$ cat config.mk
export PLATFORM = sky130hd
export DESIGN_NAME = trigger_capture_ctrl
export DESIGN_NICKNAME = d
export VERILOG_FILES = /design/src/rtl/trigger_capture_ctrl.sv
export SDC_FILE = /design/constraint.sdc
export NUM_CORES = 1
export LEC_CHECK = 0
export CORE_AREA = 2 2 98 100
export DETAILED_ROUTE_END_ITERATION = 12
export DIE_AREA = 0 0 100 102
export DONT_BUFFER_PORTS = 1
export HOLD_SLACK_MARGIN = 0.06
export SETUP_SLACK_MARGIN = 0.5
export SKIP_CTS_REPAIR_TIMING = 1
export SLEW_MARGIN = 10
export SYNTH_ARGS = -nofsm -noshare
export SYNTH_HDL_FRONTEND = slang
export SYNTH_SLANG_ARGS = --single-unit
$ cat constraint.sdc
create_clock -name Clock -period 2.95 [get_ports Clock]
set_input_delay 0.59 -clock Clock [delete_from_list [all_inputs] [get_ports Clock]]
set_output_delay 0.59 -clock Clock [all_outputs]
set_load 0.005 [all_outputs]
$ cat src/rtl/trigger_capture_ctrl.sv
// Pre/post-trigger capture sequencer feeding a circular sample buffer.
// Optional feature macro: TRIG_FORCE_EN adds a ForceTrig input that triggers unconditionally in WAIT_TRIG.
module trigger_capture_ctrl #(
    parameter int DATA_WIDTH   = 8,
    parameter int ADDR_WIDTH   = 10,
    parameter int PRE_SAMPLES  = 256,
    parameter int POST_SAMPLES = 512
) (
    input  logic                  Clock,
    input  logic                  Reset,
    input  logic                  TriggerArmed,
    input  logic                  SampleValid,
    input  logic [DATA_WIDTH-1:0] Sample,
    input  logic [DATA_WIDTH-1:0] Threshold,
    input  logic                  TrigSlope,
    input  logic                  ReadDone,
`ifdef TRIG_FORCE_EN
    input  logic                  ForceTrig,
`endif
    output logic                  WrEn,
    output logic [ADDR_WIDTH-1:0] WrAddr,
    output logic [DATA_WIDTH-1:0] WrData,
    output logic [ADDR_WIDTH-1:0] TrigAddr,
    output logic [ADDR_WIDTH-1:0] StartAddr,
    output logic                  Busy,
    output logic                  CaptureDone
);

    localparam int PRE_W  = (PRE_SAMPLES  > 1) ? $clog2(PRE_SAMPLES)  : 1;
    localparam int POST_W = (POST_SAMPLES > 1) ? $clog2(POST_SAMPLES) : 1;
    localparam logic [PRE_W-1:0]      PRE_LAST  = PRE_W'(PRE_SAMPLES - 1);
    localparam logic [POST_W-1:0]     POST_LAST = POST_W'(POST_SAMPLES - 1);
    localparam logic [ADDR_WIDTH-1:0] PRE_OFFS  = ADDR_WIDTH'(PRE_SAMPLES);

    typedef enum logic [2:0] {
        IDLE,
        PREFILL,
        WAIT_TRIG,
        POST,
        DONE
    } state_t;

    state_t                state;
    state_t                stateNext;
    logic [ADDR_WIDTH-1:0] ptr;
    logic [ADDR_WIDTH-1:0] ptrNext;
    logic [PRE_W-1:0]      preCnt;
    logic [PRE_W-1:0]      preCntNext;
    logic [POST_W-1:0]     postCnt;
    logic [POST_W-1:0]     postCntNext;
    logic [DATA_WIDTH-1:0] prevSample;
    logic [DATA_WIDTH-1:0] prevSampleNext;
    logic                  prevValid;
    logic                  prevValidNext;
    logic                  accept;
    logic                  trigHit;
    logic                  risingHit;
    logic                  fallingHit;
    logic                  crossing;
    logic                  forceHit;

    // Threshold crossing against the previous valid sample, unsigned full width
    assign risingHit  = prevValid && (prevSample < Threshold) && (Sample >= Threshold);
    assign fallingHit = prevValid && (prevSample > Threshold) && (Sample <= Threshold);
    assign crossing   = TrigSlope ? risingHit : fallingHit;

`ifdef TRIG_FORCE_EN
    assign forceHit = ForceTrig;
`else
    assign forceHit = 1'b0;
`endif

    always_ff @(posedge Clock) begin
        if (Reset) begin
            state      <= IDLE;
            ptr        <= '0;
            preCnt     <= '0;
            postCnt    <= '0;
            prevSample <= '0;
            prevValid  <= 1'b0;
        end else begin
            state      <= stateNext;
            ptr        <= ptrNext;
            preCnt     <= preCntNext;
            postCnt    <= postCntNext;
            prevSample <= prevSampleNext;
            prevValid  <= prevValidNext;
        end
    end

    // Abort on a dropped arm level takes priority over accepting the sample in that cycle
    always_comb begin
        stateNext      = state;
        ptrNext        = ptr;
        preCntNext     = preCnt;
        postCntNext    = postCnt;
        prevSampleNext = prevSample;
        prevValidNext  = prevValid;
        accept         = 1'b0;
        trigHit        = 1'b0;
        case (state)
            IDLE: begin
                if (TriggerArmed) begin
                    stateNext     = PREFILL;
                    ptrNext       = '0;
                    preCntNext    = '0;
                    prevValidNext = 1'b0;
                end
            end
            PREFILL: begin
                if (!TriggerArmed) begin
                    stateNext = IDLE;
                end else if (SampleValid) begin
                    accept         = 1'b1;
                    ptrNext        = ptr + ADDR_WIDTH'(1);
                    prevSampleNext = Sample;
                    prevValidNext  = 1'b1;
                    if (preCnt == PRE_LAST) begin
                        stateNext = WAIT_TRIG;
                    end else begin
                        preCntNext = preCnt + PRE_W'(1);
                    end
                end
            end
            WAIT_TRIG: begin
                if (!TriggerArmed) begin
                    stateNext = IDLE;
                end else if (SampleValid) begin
                    accept         = 1'b1;
                    ptrNext        = ptr + ADDR_WIDTH'(1);
                    prevSampleNext = Sample;
                    prevValidNext  = 1'b1;
                    if (crossing || forceHit) begin
                        trigHit     = 1'b1;
                        stateNext   = POST;
                        postCntNext = '0;
                    end
                end
            end
            POST: begin
                if (SampleValid) begin
                    accept  = 1'b1;
                    ptrNext = ptr + ADDR_WIDTH'(1);
                    if (postCnt == POST_LAST) begin
                        stateNext = DONE;
                    end else begin
                        postCntNext = postCnt + POST_W'(1);
                    end
                end
            end
            DONE: begin
                if (ReadDone) begin
                    stateNext = IDLE;
                end
            end
            default: begin
                stateNext = IDLE;
            end
        endcase
    end

    // CaptureDone waits one cycle in DONE so it follows the final write; Busy drops with it
    always_ff @(posedge Clock) begin
        if (Reset) begin
            WrEn        <= 1'b0;
            WrAddr      <= '0;
            WrData      <= '0;
            TrigAddr    <= '0;
            StartAddr   <= '0;
            Busy        <= 1'b0;
            CaptureDone <= 1'b0;
        end else begin
            WrEn <= accept;
            if (accept) begin
                WrAddr <= ptr;
                WrData <= Sample;
            end
            if (trigHit) begin
                TrigAddr  <= ptr;
                StartAddr <= ptr - PRE_OFFS;
            end
            Busy        <= (stateNext != IDLE) && (state != DONE);
            CaptureDone <= (state == DONE) && (stateNext == DONE);
        end
    end

endmodule

## Yosys cells after proc, flatten, opt, wreduce, memory -nomap -nowiden

Cells that the tools add are included.
W data, S select, Z words.

| word-level totals | value |
|---|---|
| logic and storage cells | 96 |
| input bits | 22 |
| output and inout port bits | 41 |
| register bits after elaboration | 80 |

| cells by class | value |
|---|---|
| magnitude comparators | 4 |
| reduce and logical (&&, ||, !) cells | 18 |
| add/sub/neg operators | 4 |
| muxes and demuxes | 38 |
| equal/unequal tests | 19 |

Operators by type and width:

| kind | number |
|---|---|
| $mux W9 | 5 |
| $mux W8 | 4 |
| $mux W10 | 3 |
| $mux W3 | 10 |
| $pmux W10 S3 | 1 |
| $ne A2 B2 Y1 const B | 9 |
| $pmux W9 S2 | 1 |
| $pmux W8 S2 | 1 |
| $pmux W3 S5 | 1 |
| $add A10 B1 Y10 const B | 1 |
| $mux W1 | 10 |
| $sub A10 B9 Y10 const B | 1 |
| $add A9 B1 Y9 const B | 1 |
| $eq A9 B9 Y1 const B | 1 |
| $add A8 B1 Y8 const B | 1 |
| $eq A8 B8 Y1 const B | 1 |
| $ge A8 B8 Y1 | 1 |
| $gt A8 B8 Y1 | 1 |
| $le A8 B8 Y1 | 1 |
| $lt A8 B8 Y1 | 1 |
| $eq A3 B2 Y1 const B | 2 |
| $eq A3 B3 Y1 const B | 2 |
| $logic_and A1 B1 Y1 | 6 |
| $reduce_and A3 Y1 | 2 |
| other kinds (11) | 16 |

## Logic depth before layout (Yosys ltp)

Gate-level depths: netlist of the first run.

| depth | value |
|---|---|
| depth in word-level cells | 10 |
| gate-level depth with buffers | 9 |
| depth with buffers taken out | 9 |

## Worst setup path before layout of the first run

Ideal clock, no wire load.

| timing | value |
|---|---|
| path kind | input to register |
| start point | input port Threshold[1] |
| end point | register state[0] |
| setup time | 120 ps |
| cell stages on the path | 8 |
| arrival time | 2175 ps |
| setup slack | 655 ps |
| path buffers | 0 |
| data required time | 2830 ps |
| path through | inv_1 -> ha_1 -> nor2b_1 -> o211a_1 -> o2111a_1 -> o211ai_4 -> nand2_4 -> o31a_1 |

| on the way | value |
|---|---|
| word-level cells in the longest chain between the ends | 8 |
| elaborated cells between the ends (all ways) | 13 |
| classes of those cells | order compare (4); mux (5); reduce/logical (4) |

Ends and longest elaborated chain:

| item | line | text |
|---|---|---|
| from (decl) | 14 | `input logic [DATA_WIDTH-1:0] Threshold,` |
| $gt A8 B8 Y1 or $lt A8 B8 Y1 (tied branches) | 64, 63 |  |
| $logic_and A1 B1 Y1, on equally long branches (2 in series) | 64, 63 |  |
| $mux W1 (*) | 65 | `assign crossing = TrigSlope ? risingHit : fallingHit;` |
| $mux W3 (*) | 133 | `if (crossing \|\| forceHit) begin` |
| $mux W3 (*) | 128 | `end else if (SampleValid) begin` |
| $mux W3 (*) | 126 | `if (!TriggerArmed) begin` |
| $pmux W3 S5 (*) | 101 | `case (state)` |
| to (signal assigned) | 82 | `state <= stateNext;` |
| to (decl) | 43 | `state_t state;` |

Mark *: on every way between the ends. The rest lies on a longest branch, timed or not.
A chain may end at the register's enable or synchronous reset.

## Final worst setup path of the first run

| timing | value |
|---|---|
| start point | input port Threshold[7] |
| end point | register StartAddr[9] |

| on the way | value |
|---|---|
| word-level cells in the longest chain between the ends | 8 |
| elaborated cells between the ends (all ways) | 13 |
| classes of those cells | order compare (4); mux (5); reduce/logical (4) |

Ends and longest elaborated chain:

| item | line | text |
|---|---|---|
| $gt A8 B8 Y1 or $lt A8 B8 Y1 (tied branches) | 64, 63 |  |
| $logic_and A1 B1 Y1, on equally long branches (2 in series) | 64, 63 |  |
| $mux W1 (*) | 65 |  |
| $mux W1 (*) | 133 |  |
| $mux W1 (*) | 128 |  |
| $mux W1 (*) | 126 |  |
| $mux W1 (*) | 101 |  |
| to (signal assigned) | 180 | `StartAddr <= ptr - PRE_OFFS;` |
| to (decl) | 24 | `output logic [ADDR_WIDTH-1:0] StartAddr,` |

Marks and branches as above.

==> results of run 1 <==
critical path, cell delays in order:
cell and delay, ns:
sky130_fd_sc_hd__inv_1 0.04, sky130_fd_sc_hd__ha_1 0.32, sky130_fd_sc_hd__a21oi_1 0.16, sky130_fd_sc_hd__o21ai_0 0.20, sky130_fd_sc_hd__a2111oi_4 0.38, sky130_fd_sc_hd__o211a_1 0.43
sky130_fd_sc_hd__o21ai_0 0.14, sky130_fd_sc_hd__a21oi_1 0.16
report_power, final:
part / leakage, nW / internal [mW] / switching [mW]
sequential: 0.581 / 0.979 / 0.00779
clock: 0.104 / 0.410 / 0.418
combinational: 0.873 / 0.0380 / 0.0525
area by class of cell:
type                            instances  area share
Sequential cell                        72       0.382
Clock buffer                            9      0.0328
Timing Repair Buffer                    4     0.00796
Clock inverter                          7      0.0229
Multi-Input combinational cell        279       0.506
Tap cell                              111      0.0368
Inverter                               11      0.0109
state kept, by name (all words and copies together), names as in the netlist, 2 cells and up:
| signal | cells |
|---|---|
| state | 3 |
| TrigAddr | 10 |
| WrAddr | 10 |
| prevSample | 8 |
| WrData | 8 |
| postCnt | 9 |
| preCnt | 8 |
| StartAddr | 2 |
| ptr | 10 |
logic make-up (layout without fill, tap and decap cells):
family / count (synthesis) / count (layout)
simple gates: 143 / 143
xor+xnor: 19 / 19
flops: 72 / 72
mux: 27 / 27
fa+ha+maj: 21 / 21
buf+inv: 36 / 31
compound gates: 69 / 69
synth_stat cells, types with 2 or more instances:
library cell,n,area share
sky130_fd_sc_hd__a21o_1,4,0.0085
sky130_fd_sc_hd__a21oi_1,29,0.041
sky130_fd_sc_hd__a31oi_1,2,0.0035
sky130_fd_sc_hd__and3_1,8,0.014
sky130_fd_sc_hd__buf_2,5,0.0070
sky130_fd_sc_hd__buf_4,10,0.021
sky130_fd_sc_hd__buf_6,3,0.0095
sky130_fd_sc_hd__clkbuf_1,7,0.0074
sky130_fd_sc_hd__dfxtp_1,72,0.41
sky130_fd_sc_hd__ha_1,20,0.070
sky130_fd_sc_hd__inv_1,11,0.012
sky130_fd_sc_hd__mux2i_1,27,0.076
sky130_fd_sc_hd__nand2_1,18,0.019
sky130_fd_sc_hd__nand2b_1,4,0.0070
sky130_fd_sc_hd__nand3_1,20,0.028
sky130_fd_sc_hd__nand4_1,13,0.023
sky130_fd_sc_hd__nor2_1,50,0.053
sky130_fd_sc_hd__nor2b_1,4,0.0070
sky130_fd_sc_hd__nor3_1,9,0.013
sky130_fd_sc_hd__nor3_2,2,0.0056
sky130_fd_sc_hd__o211a_1,3,0.0085
sky130_fd_sc_hd__o211ai_1,2,0.0042
sky130_fd_sc_hd__o21ai_0,6,0.0085
sky130_fd_sc_hd__o21ai_1,11,0.015
sky130_fd_sc_hd__or3_1,2,0.0035
sky130_fd_sc_hd__xnor2_1,4,0.0099
sky130_fd_sc_hd__xor2_1,15,0.037
path summary, 6_finish.rpt:
check	startpoint	endpoint	slack, ns	cells after the start
max	Threshold[7]	StartAddr[9]$_SDFFE_PP0P_	0.81	8
min	Reset	preCnt[1]$_SDFFE_PP0P_	0.31	1
max reg2reg	prevSample[6]$_SDFFE_PP0P_	StartAddr[9]$_SDFFE_PP0P_	0.85	7
min reg2reg	preCnt[1]$_SDFFE_PP0P_	preCnt[1]$_SDFFE_PP0P_	0.48	2
routing by layer:
layer | wire [um] | up-vias
met5 | 0 | -
li1 | - | 1335
met1 | 3460 | 1246
met3 | 428 | 7
met2 | 3320 | 61
met4 | 85 | 0
==> run_results.csv, run 1 <==
group,metric,value,unit
cells_and_area,nets,419,
logic_synthesis,synth-xor-area-share,0.0468,
global_route,grt.total_usage,0.147,
power,power,1.90,mW
logic_synthesis,ffs_latches_synth,72,
global_route,grt_start_max_net_pins,58,
cells_and_area,design_area,3770,um2
worst_setup_path,worst-setup-path-type,"in2reg",
power,ir_drop,0.223,mV
routing,vias_per_cell,5.37,
logic_synthesis,synthMuxAreaShare,0.0761,
logic_synthesis,main_combinational_cell_family_by_area_after_synthesis,"simple AND/OR/NAND/NOR gates",
routing,detail_route.wl_per_cell,14.8,um
run,max_cap_viol_count,0,
floorplan,design.core.area,9110,um2
global_route,first_global_vias,2536,
global_route,grt_use_met3,0.0404,
timing,slew_violations,0,
logic_synthesis,portion_of_the_post_synthesis_area_used_by_sequential_elements,0.406,
logic_synthesis,synth_compound_area_frac,0.130,
floorplan,height_of_the_chip,102,um
routing,post-route-drc-count,0,
logic_synthesis,netlist_area_pre_place,3550,um2
clock_tree,clock_tree.htree_level_count,3,
cells_and_area,drive_gt1_frac,0.0942,
logic_synthesis,synth.lib_cells_used.distinct,53,
worst_setup_path,crit_arrival,2.42,ns
global_route,global_route.usage.met2,0.236,
placed_design,detailedPlace.worstSlack,0.529,ns
logic_synthesis,synth.net_count,429,
cells_and_area,final_cells,493,
logic_synthesis,synth-simple-area-share,0.212,
logic_synthesis,synth_top_flop_cell,"sky130_fd_sc_hd__dfxtp_1",
cells_and_area,final_cell_mix,"72 x sky130_fd_sc_hd__dfxtp_1, 50 x sky130_fd_sc_hd__nor2_1, 29 x sky130_fd_sc_hd__a21oi_1, 27 x sky130_fd_sc_hd__mux2i_1",
logic_synthesis,synth_edf_count,0,
placed_design,postPlaceCellArea,3560,um2
placed_design,weighted_congestion_at_the_end_of_routability_driven_global_placement,0.811,
floorplan,die_w,100,um
cells_and_area,ff_latch_area,1440,um2
floorplan,io_pins,63,
timing,hold_violations,0,
cells_and_area,fillCellCount,900,
logic_synthesis,synthesis.area_per_instance,9.18,um2
clock_tree,cts.reportedPaths.clkPinSlew,0.08,ns
clock_tree,clock_latency_on_the_worst_skew_pair,0.35,ns
placed_design,numPortBuffers,0,
outcome,run_status,"finished clean",
global_route,grt_first_pass_wirelength,12000,um
floorplan,floorplan.die_area,10200,um2
global_route,antenna_found_initial,0,
placed_design,dp_hpwl,5060,um
clock_tree,clk_root_buffer_cell,"sky130_fd_sc_hd__clkbuf_8",
routing,drt-total-wl,7300,um
logic_synthesis,synth-async-reset-ratio,0,
worst_setup_path,crit_path_max_fanout,11,
timing,fin_ws,0.815,ns
logic_synthesis,synth_fa_ha_area_frac,0.0732,
floorplan,placement_rows,35,
routing,via_count,2649,
logic_synthesis,yosysWarningCount,0,
timing,fmax,0.468,GHz
placed_design,place.detailed.instances,477,
timing,report.final.setup_viol,0,
power,static-leakage-power,1.56,nW
hold_path,worst_hold_path_type,"in2reg",
global_route,grt_overflow,0,
timing,tns,0,ns
cells_and_area,layout_commonest_cell,"sky130_fd_sc_hd__dfxtp_1",
timing,clock_skew,0.0103,ns
global_route,gr-usage-met1,0.185,
timing,period_needed,2.14,ns
timing,fin_hold_ws,0.312,ns
clock_tree,clockBufferDepth,2,
cells_and_area,multi_input_comb_area,1910,um2
cells_and_area,diodes,0,
floorplan,start_util,0.390,
cells_and_area,finalCoreUtilization,0.414,
clock_tree,cts_tree,"built",
power,power-per-cell-area,505,nW/um2
worst_setup_path,worst-endpoint-required,3.23,ns
cells_and_area,areaGrowthSynthToFinish,6.16,%
global_route,gr-max-usage-layer,"met2",
worst_setup_path,timing.critical_path.to_type,"flip-flop",
timing,grt_setup_unrepaired,"false",
routing,detail-route-antenna-nets,0,
timing,timing_worst_slew_pin_value,0.561,ns
worst_setup_path,crit_path_start_kind,"input pin",
routing,drt_iter0_drc,114,
timing,relSlewSlack,0.626,
timing,timing.final.crit_share,0.724,
clock_tree,clock_sink_count,72,
routing,drt-pass1-iter-count,4,
logic_synthesis,syn-instance-count,387,
clock_tree,numCtsBuffers,9,
No activity file was read; power rests on OpenSTA's default activity.
==> run 2, diff against run 1 <==
Clock period 2.95 ns to 2.2 ns, I/O delays scaled along.
==> run 2 against run 1 <==
Global-route usage is 0.87 points higher. Hold slack got worse by 0.15 ns. Routed wire length grew 8.2%. Sequential share of layout area down 5.1 points. Worst setup slack worse by 0.55 ns. Clock power up 45%. Critical endpoint is now TrigAddr[7]$_SDFFE_PP0P_. Power up 42%. Highest routed layer unchanged. Cell count is 2.4% higher.
==> run_results.csv, run 2 (same netlist as run 1, synthesis figures left out) <==
group,metric,value,unit
outcome,run_status,"finished clean",
clock_tree,clock_sink_count,72,
cells_and_area,diodes,0,
clock_tree,cts.reportedPaths.clkPinSlew,0.09,ns
cells_and_area,nets,431,
worst_setup_path,timing.critical_path.to_type,"flip-flop",
hold_path,worst_hold_path.num_cells,1,
routing,drt_iter0_drc,87,
routing,post-route-drc-count,0,
cells_and_area,fillCellCount,835,
global_route,grt_overflow,0,
timing,fmax,0.516,GHz
placed_design,place.detailed.instances,483,
timing,hold_violations,0,
clock_tree,clockBufferDepth,2,
worst_setup_path,critical_path.cell_chain,"ha_4 > nor2b_4 > o211ai_1 > a21oi_2 > o211ai_4 > clkbuf_16 > nand3_2 > a21oi_1",
clock_tree,clk_root_buffer_cell,"sky130_fd_sc_hd__clkbuf_8",
timing,timing.final.crit_share,0.880,
power,static-leakage-power,1.64,nW
worst_setup_path,r2r_end,"TrigAddr[7]$_SDFFE_PP0P_",
cells_and_area,final_cells,505,
worst_setup_path,worst_path_largest_cell_delay,0.35,ns
cells_and_area,drive_gt1_frac,0.315,
floorplan,io_pins,63,
power,power,2.70,mW
floorplan,placement_rows,35,
global_route,antenna_found_initial,0,
worst_setup_path,critical-path-slowest-cell,"sky130_fd_sc_hd__dfxtp_2",
timing,slew_violations,0,
worst_setup_path,worst-endpoint-required,2.48,ns
global_route,grt_first_pass_wirelength,12400,um
timing,fin_ws,0.264,ns
worst_setup_path,worst-setup-path-type,"reg2reg",
hold_path,timing.hold.worst_endpoint,"preCnt[1]$_SDFFE_PP0P_",
placed_design,weighted_congestion_at_the_end_of_routability_driven_global_placement,0.795,
cells_and_area,finalCoreUtilization,0.482,
routing,via_count,2718,
cells_and_area,final_cell_mix,"62 x sky130_fd_sc_hd__dfxtp_1, 49 x sky130_fd_sc_hd__nor2_1, 27 x sky130_fd_sc_hd__mux2i_1, 17 x sky130_fd_sc_hd__nand2_1, 17 x sky130_fd_sc_hd__a21oi_1",
clock_tree,clock_latency_on_the_worst_skew_pair,0.35,ns
routing,detail-route-antenna-nets,0,
global_route,first_global_vias,2566,
cells_and_area,reg.largest.list,"TrigAddr (10), WrAddr (10), ptr (10)",
timing,grt_setup_unrepaired,"true",
placed_design,dp_hpwl,5400,um
routing,drt-total-wl,7890,um
worst_setup_path,setup.reg_to_reg.worst_slack,0.26,ns
routing,detail_route.wl_per_cell,15.6,um
timing,tns,0,ns
clock_tree,cts_tree,"built",
cells_and_area,areaGrowthSynthToFinish,23.6,%
worst_setup_path,crit_path_max_fanout,5,
timing,relSlewSlack,0.745,
timing,fin_hold_ws,0.165,ns
floorplan,height_of_the_chip,102,um
timing,clock_skew,0.0139,ns
placed_design,postPlaceCellArea,3860,um2
worst_setup_path,timing.critical_path.max_delay_family,"compound AO/OA/AOI/OAI gates",
power,power-per-cell-area,614,nW/um2
cells_and_area,layout_commonest_cell,"sky130_fd_sc_hd__dfxtp_1",
timing,period_needed,1.94,ns
hold_path,hp-start,"Reset",
cells_and_area,multi_input_comb_area,2300,um2
clock_tree,numCtsBuffers,9,
global_route,grt_start_max_net_pins,58,
worst_setup_path,reg2reg_depth,8,
routing,drt-pass1-iter-count,4,
run,max_cap_viol_count,0,
placed_design,numPortBuffers,0,
global_route,grt.total_usage,0.156,
floorplan,design.core.area,9110,um2
cells_and_area,ff_latch_area,1450,um2
floorplan,die_w,100,um
timing,report.final.setup_viol,0,
timing,timing_worst_slew_pin_value,0.383,ns
power,ir_drop,0.299,mV
worst_setup_path,crit_arrival,2.22,ns
floorplan,start_util,0.390,
floorplan,floorplan.die_area,10200,um2
clock_tree,clock_tree.htree_level_count,3,
hold_path,worst_hold_path_type,"in2reg",
routing,vias_per_cell,5.38,
worst_setup_path,crit_path_start_kind,"flip-flop",
worst_setup_path,critPathBufInv,1,
placed_design,detailedPlace.worstSlack,-0.00285,ns
cells_and_area,design_area,4390,um2
worst_setup_path,critical_path.reg2reg.startpoint,"prevSample[1]$_SDFFE_PP0P_",
==> run 2: per-layer routing <==
layer / global-route usage / wire length (um)
met1: 0.192 / 3580
met2: 0.259 / 3860
met3: 0.0534 / 367
met4: 0.0464 / 85
met5: 0 / 0
==> run 2: final cells by class <==
| type | count | share of cell area |
|---|---|---|
| clock buffer | 9 | 0.0282 |
| clock inverter | 7 | 0.0234 |
| inverter | 11 | 0.0208 |
| multi-input combinational | 279 | 0.524 |
| sequential | 72 | 0.331 |
| tap | 111 | 0.0316 |
| timing repair buffer | 16 | 0.0413 |
==> run 2: report_power, final <==
part	leakage (nW)	internal, mW	switching (mW)
Sequential	0.586	1.31	0.0121
Clock	0.116	0.654	0.546
Combinational	0.940	0.0853	0.0869
==> run 2: worst max-delay path by stage <==
stage | endpoint | depth (start not counted) | slack, ns | start
finish | TrigAddr[7]$_SDFFE_PP0P_ | 8 | 0.26 | prevSample[1]$_SDFFE_PP0P_
global route | TrigAddr[8]$_SDFFE_PP0P_ | 8 | 0.19 | prevSample[1]$_SDFFE_PP0P_
CTS | TrigAddr[8]$_SDFFE_PP0P_ | 8 | 0.11 | prevSample[0]$_SDFFE_PP0P_
detailed placement | StartAddr[9]$_SDFFE_PP0P_ | 8 | -0.003 | Threshold[3]
global placement | StartAddr[9]$_SDFFE_PP0P_ | 8 | 0.009 | Threshold[2]
floorplan | state[0]$_SDFF_PP0_ | 8 | 0.22 | Threshold[1]
==> run 2: worst reg2reg max path: cells and delay by family, from the launching register on <==
| kind | cells | cell delay, ns |
|---|---|---|
| AND/OR/NAND/NOR | 2 | 0.17 |
| buffers and inverters | 1 | 0.23 |
| adder cells (fa/ha/maj) | 1 | 0.20 |
| flip-flops | 1 | 0.35 |
| AO/OA/AOI/OAI | 4 | 0.93 |
==> run 3, diff against run 2 <==
Settings changed: CORE_AREA 2 2 98 100 to 10 10 106 108, CTS_CLUSTER_SIZE set to 30, DIE_AREA 0 0 100 102 to 0 0 116 118.
==> run 3 against run 2 <==
Combinational power shrank 4%. Clock-buffer cell count increased by 1. Routed wire length is 9.3% higher. Global-route usage decreased by 3.6 points. Worst setup slack gained 0.0085 ns. Clock power decreased by 22%. Sequential power about the same. Flip-flop and latch count did not move. Final area increased by 1.9%. Register-to-register slack about the same. Clock skew decreased by 0.0029 ns. Critical path depth fell by 1.
==> run_results.csv, run 3 (same netlist as run 1, synthesis figures left out) <==
group,metric,value,unit
placed_design,place.detailed.instances,483,
timing,hold_violations,0,
placed_design,postPlaceCellArea,3860,um2
clock_tree,clock_sink_count,72,
cells_and_area,layout_commonest_cell,"sky130_fd_sc_hd__dfxtp_1",
placed_design,numPortBuffers,0,
routing,vias_per_cell,5.33,
timing,fin_ws,0.272,ns
clock_tree,cts_tree,"built",
routing,post-route-drc-count,0,
global_route,gr-usage-met1,0.143,
cells_and_area,reg.largest.list,"TrigAddr (10), WrAddr (10), ptr (10)",
global_route,first_global_vias,2596,
clock_tree,cts.reportedPaths.clkPinSlew,0.08,ns
cells_and_area,nets,441,
global_route,grt.total_usage,0.120,
routing,detail_route.wl_per_cell,16.8,um
cells_and_area,drive_gt1_frac,0.334,
global_route,grt_first_pass_wirelength,13300,um
cells_and_area,design_area,4480,um2
worst_setup_path,worst-endpoint-required,2.43,ns
timing,period_needed,1.93,ns
cells_and_area,finalCoreUtilization,0.491,
global_route,gr-max-usage-layer,"met2",
power,ir_drop,0.222,mV
clock_tree,clock_latency_on_the_worst_skew_pair,0.34,ns
timing,fin_hold_ws,0.168,ns
timing,relSlewSlack,0.671,
outcome,run_status,"finished clean",
hold_path,worst_hold_path_type,"in2reg",
clock_tree,clk_root_buffer_cell,"sky130_fd_sc_hd__clkbuf_8",
clock_tree,clockBufferDepth,2,
run,max_cap_viol_count,0,
power,power,2.43,mW
timing,timing.final.crit_share,0.876,
routing,detail-route-antenna-nets,0,
worst_setup_path,crit_path_max_fanout,5,
floorplan,floorplan.die_area,13700,um2
global_route,global_route.usage.met2,0.189,
cells_and_area,areaGrowthSynthToFinish,26.0,%
placed_design,dp_hpwl,5850,um
floorplan,placement_rows,35,
routing,via_count,2747,
cells_and_area,diodes,0,
floorplan,start_util,0.390,
timing,report.final.setup_viol,0,
timing,timing_worst_slew_pin_value,0.491,ns
floorplan,design.core.area,9110,um2
power,power-per-cell-area,542,nW/um2
cells_and_area,final_cell_mix,"62 x sky130_fd_sc_hd__dfxtp_1, 48 x sky130_fd_sc_hd__nor2_1, 27 x sky130_fd_sc_hd__mux2i_1, 18 x sky130_fd_sc_hd__nand2_1, 18 x sky130_fd_sc_hd__buf_4",
timing,tns,0,ns
floorplan,io_pins,63,
clock_tree,clock_tree.htree_level_count,3,
global_route,antenna_found_initial,0,
timing,fmax,0.519,GHz
routing,drt-pass1-iter-count,4,
global_route,grt_start_max_net_pins,58,
cells_and_area,fillCellCount,857,
timing,grt_setup_unrepaired,"true",
worst_setup_path,crit_path_start_kind,"flip-flop",
cells_and_area,final_cells,515,
worst_setup_path,crit_arrival,2.15,ns
routing,drt_iter0_drc,150,
global_route,grt_overflow,0,
clock_tree,numCtsBuffers,9,
routing,drt-total-wl,8630,um
worst_setup_path,timing.critical_path.to_type,"flip-flop",
timing,slew_violations,0,
floorplan,height_of_the_chip,118,um
global_route,grt_use_met3,0.0428,
timing,clock_skew,0.0110,ns
placed_design,detailedPlace.worstSlack,-0.0271,ns
floorplan,die_w,116,um
power,static-leakage-power,1.68,nW
worst_setup_path,worst-setup-path-type,"reg2reg",
placed_design,weighted_congestion_at_the_end_of_routability_driven_global_placement,0.764,
[run 3: changes by cell type in the layout (fill, tap and decap cells not counted), moves of 2 or more]
cell and change:
sky130_fd_sc_hd__ha_1 +4, sky130_fd_sc_hd__bufinv_16 -2, sky130_fd_sc_hd__nand3_2 -3, sky130_fd_sc_hd__nor3_1 -2, sky130_fd_sc_hd__a21oi_1 -3, sky130_fd_sc_hd__a21oi_2 +3
sky130_fd_sc_hd__nand3_4 +4, sky130_fd_sc_hd__ha_4 -3, sky130_fd_sc_hd__buf_12 +2, sky130_fd_sc_hd__clkinvlp_4 +2, sky130_fd_sc_hd__inv_6 -2, sky130_fd_sc_hd__buf_4 +8
[run 3: layout make-up]
class,count,area [um2],area share
Sequential cell,72,1460,0.325
Multi-Input combinational cell,280,2340,0.522
Timing Repair Buffer,25,280,0.0626
Clock inverter,6,45.0,0.0101
Clock buffer,10,128,0.0285
Inverter,11,91.3,0.0204
Tap cell,111,139,0.0310
[run 3: per-layer routing]
metal,wire length (um),part of all wire,vias to the layer above
met5,0,0,-
met4,79,0.0092,0
met3,567,0.066,5
met2,4190,0.49,53
met1,3790,0.44,1307
li1,-,-,1382
[run 3: worst paths after layout]
path	start	cells past startpoint	slack (ns)	to
hold reg to reg	preCnt[1]$_SDFFE_PP0P_	2	0.47	preCnt[1]$_SDFFE_PP0P_
hold / removal	Reset	1	0.17	postCnt[0]$_SDFFE_PP0P_
setup reg to reg	prevSample[6]$_SDFFE_PP0P_	7	0.27	state[0]$_SDFF_PP0_
setup / recovery	prevSample[6]$_SDFFE_PP0P_	7	0.27	state[0]$_SDFF_PP0_
[run 3: power by group]
group          switching [mW]  internal (mW)
registers              0.0117           1.31
logic                  0.0842         0.0804
clock network           0.523          0.415
total                   0.619           1.81
[run 3: worst max-delay path, cell delays in order, from the launching register on]
cell and delay [ns]:
sky130_fd_sc_hd__dfxtp_2 0.35, sky130_fd_sc_hd__ha_4 0.20, sky130_fd_sc_hd__a21oi_1 0.17, sky130_fd_sc_hd__a21boi_1 0.10, sky130_fd_sc_hd__or2_4 0.27, sky130_fd_sc_hd__o211ai_4 0.34, sky130_fd_sc_hd__nand2_4 0.12, sky130_fd_sc_hd__o31a_1 0.25
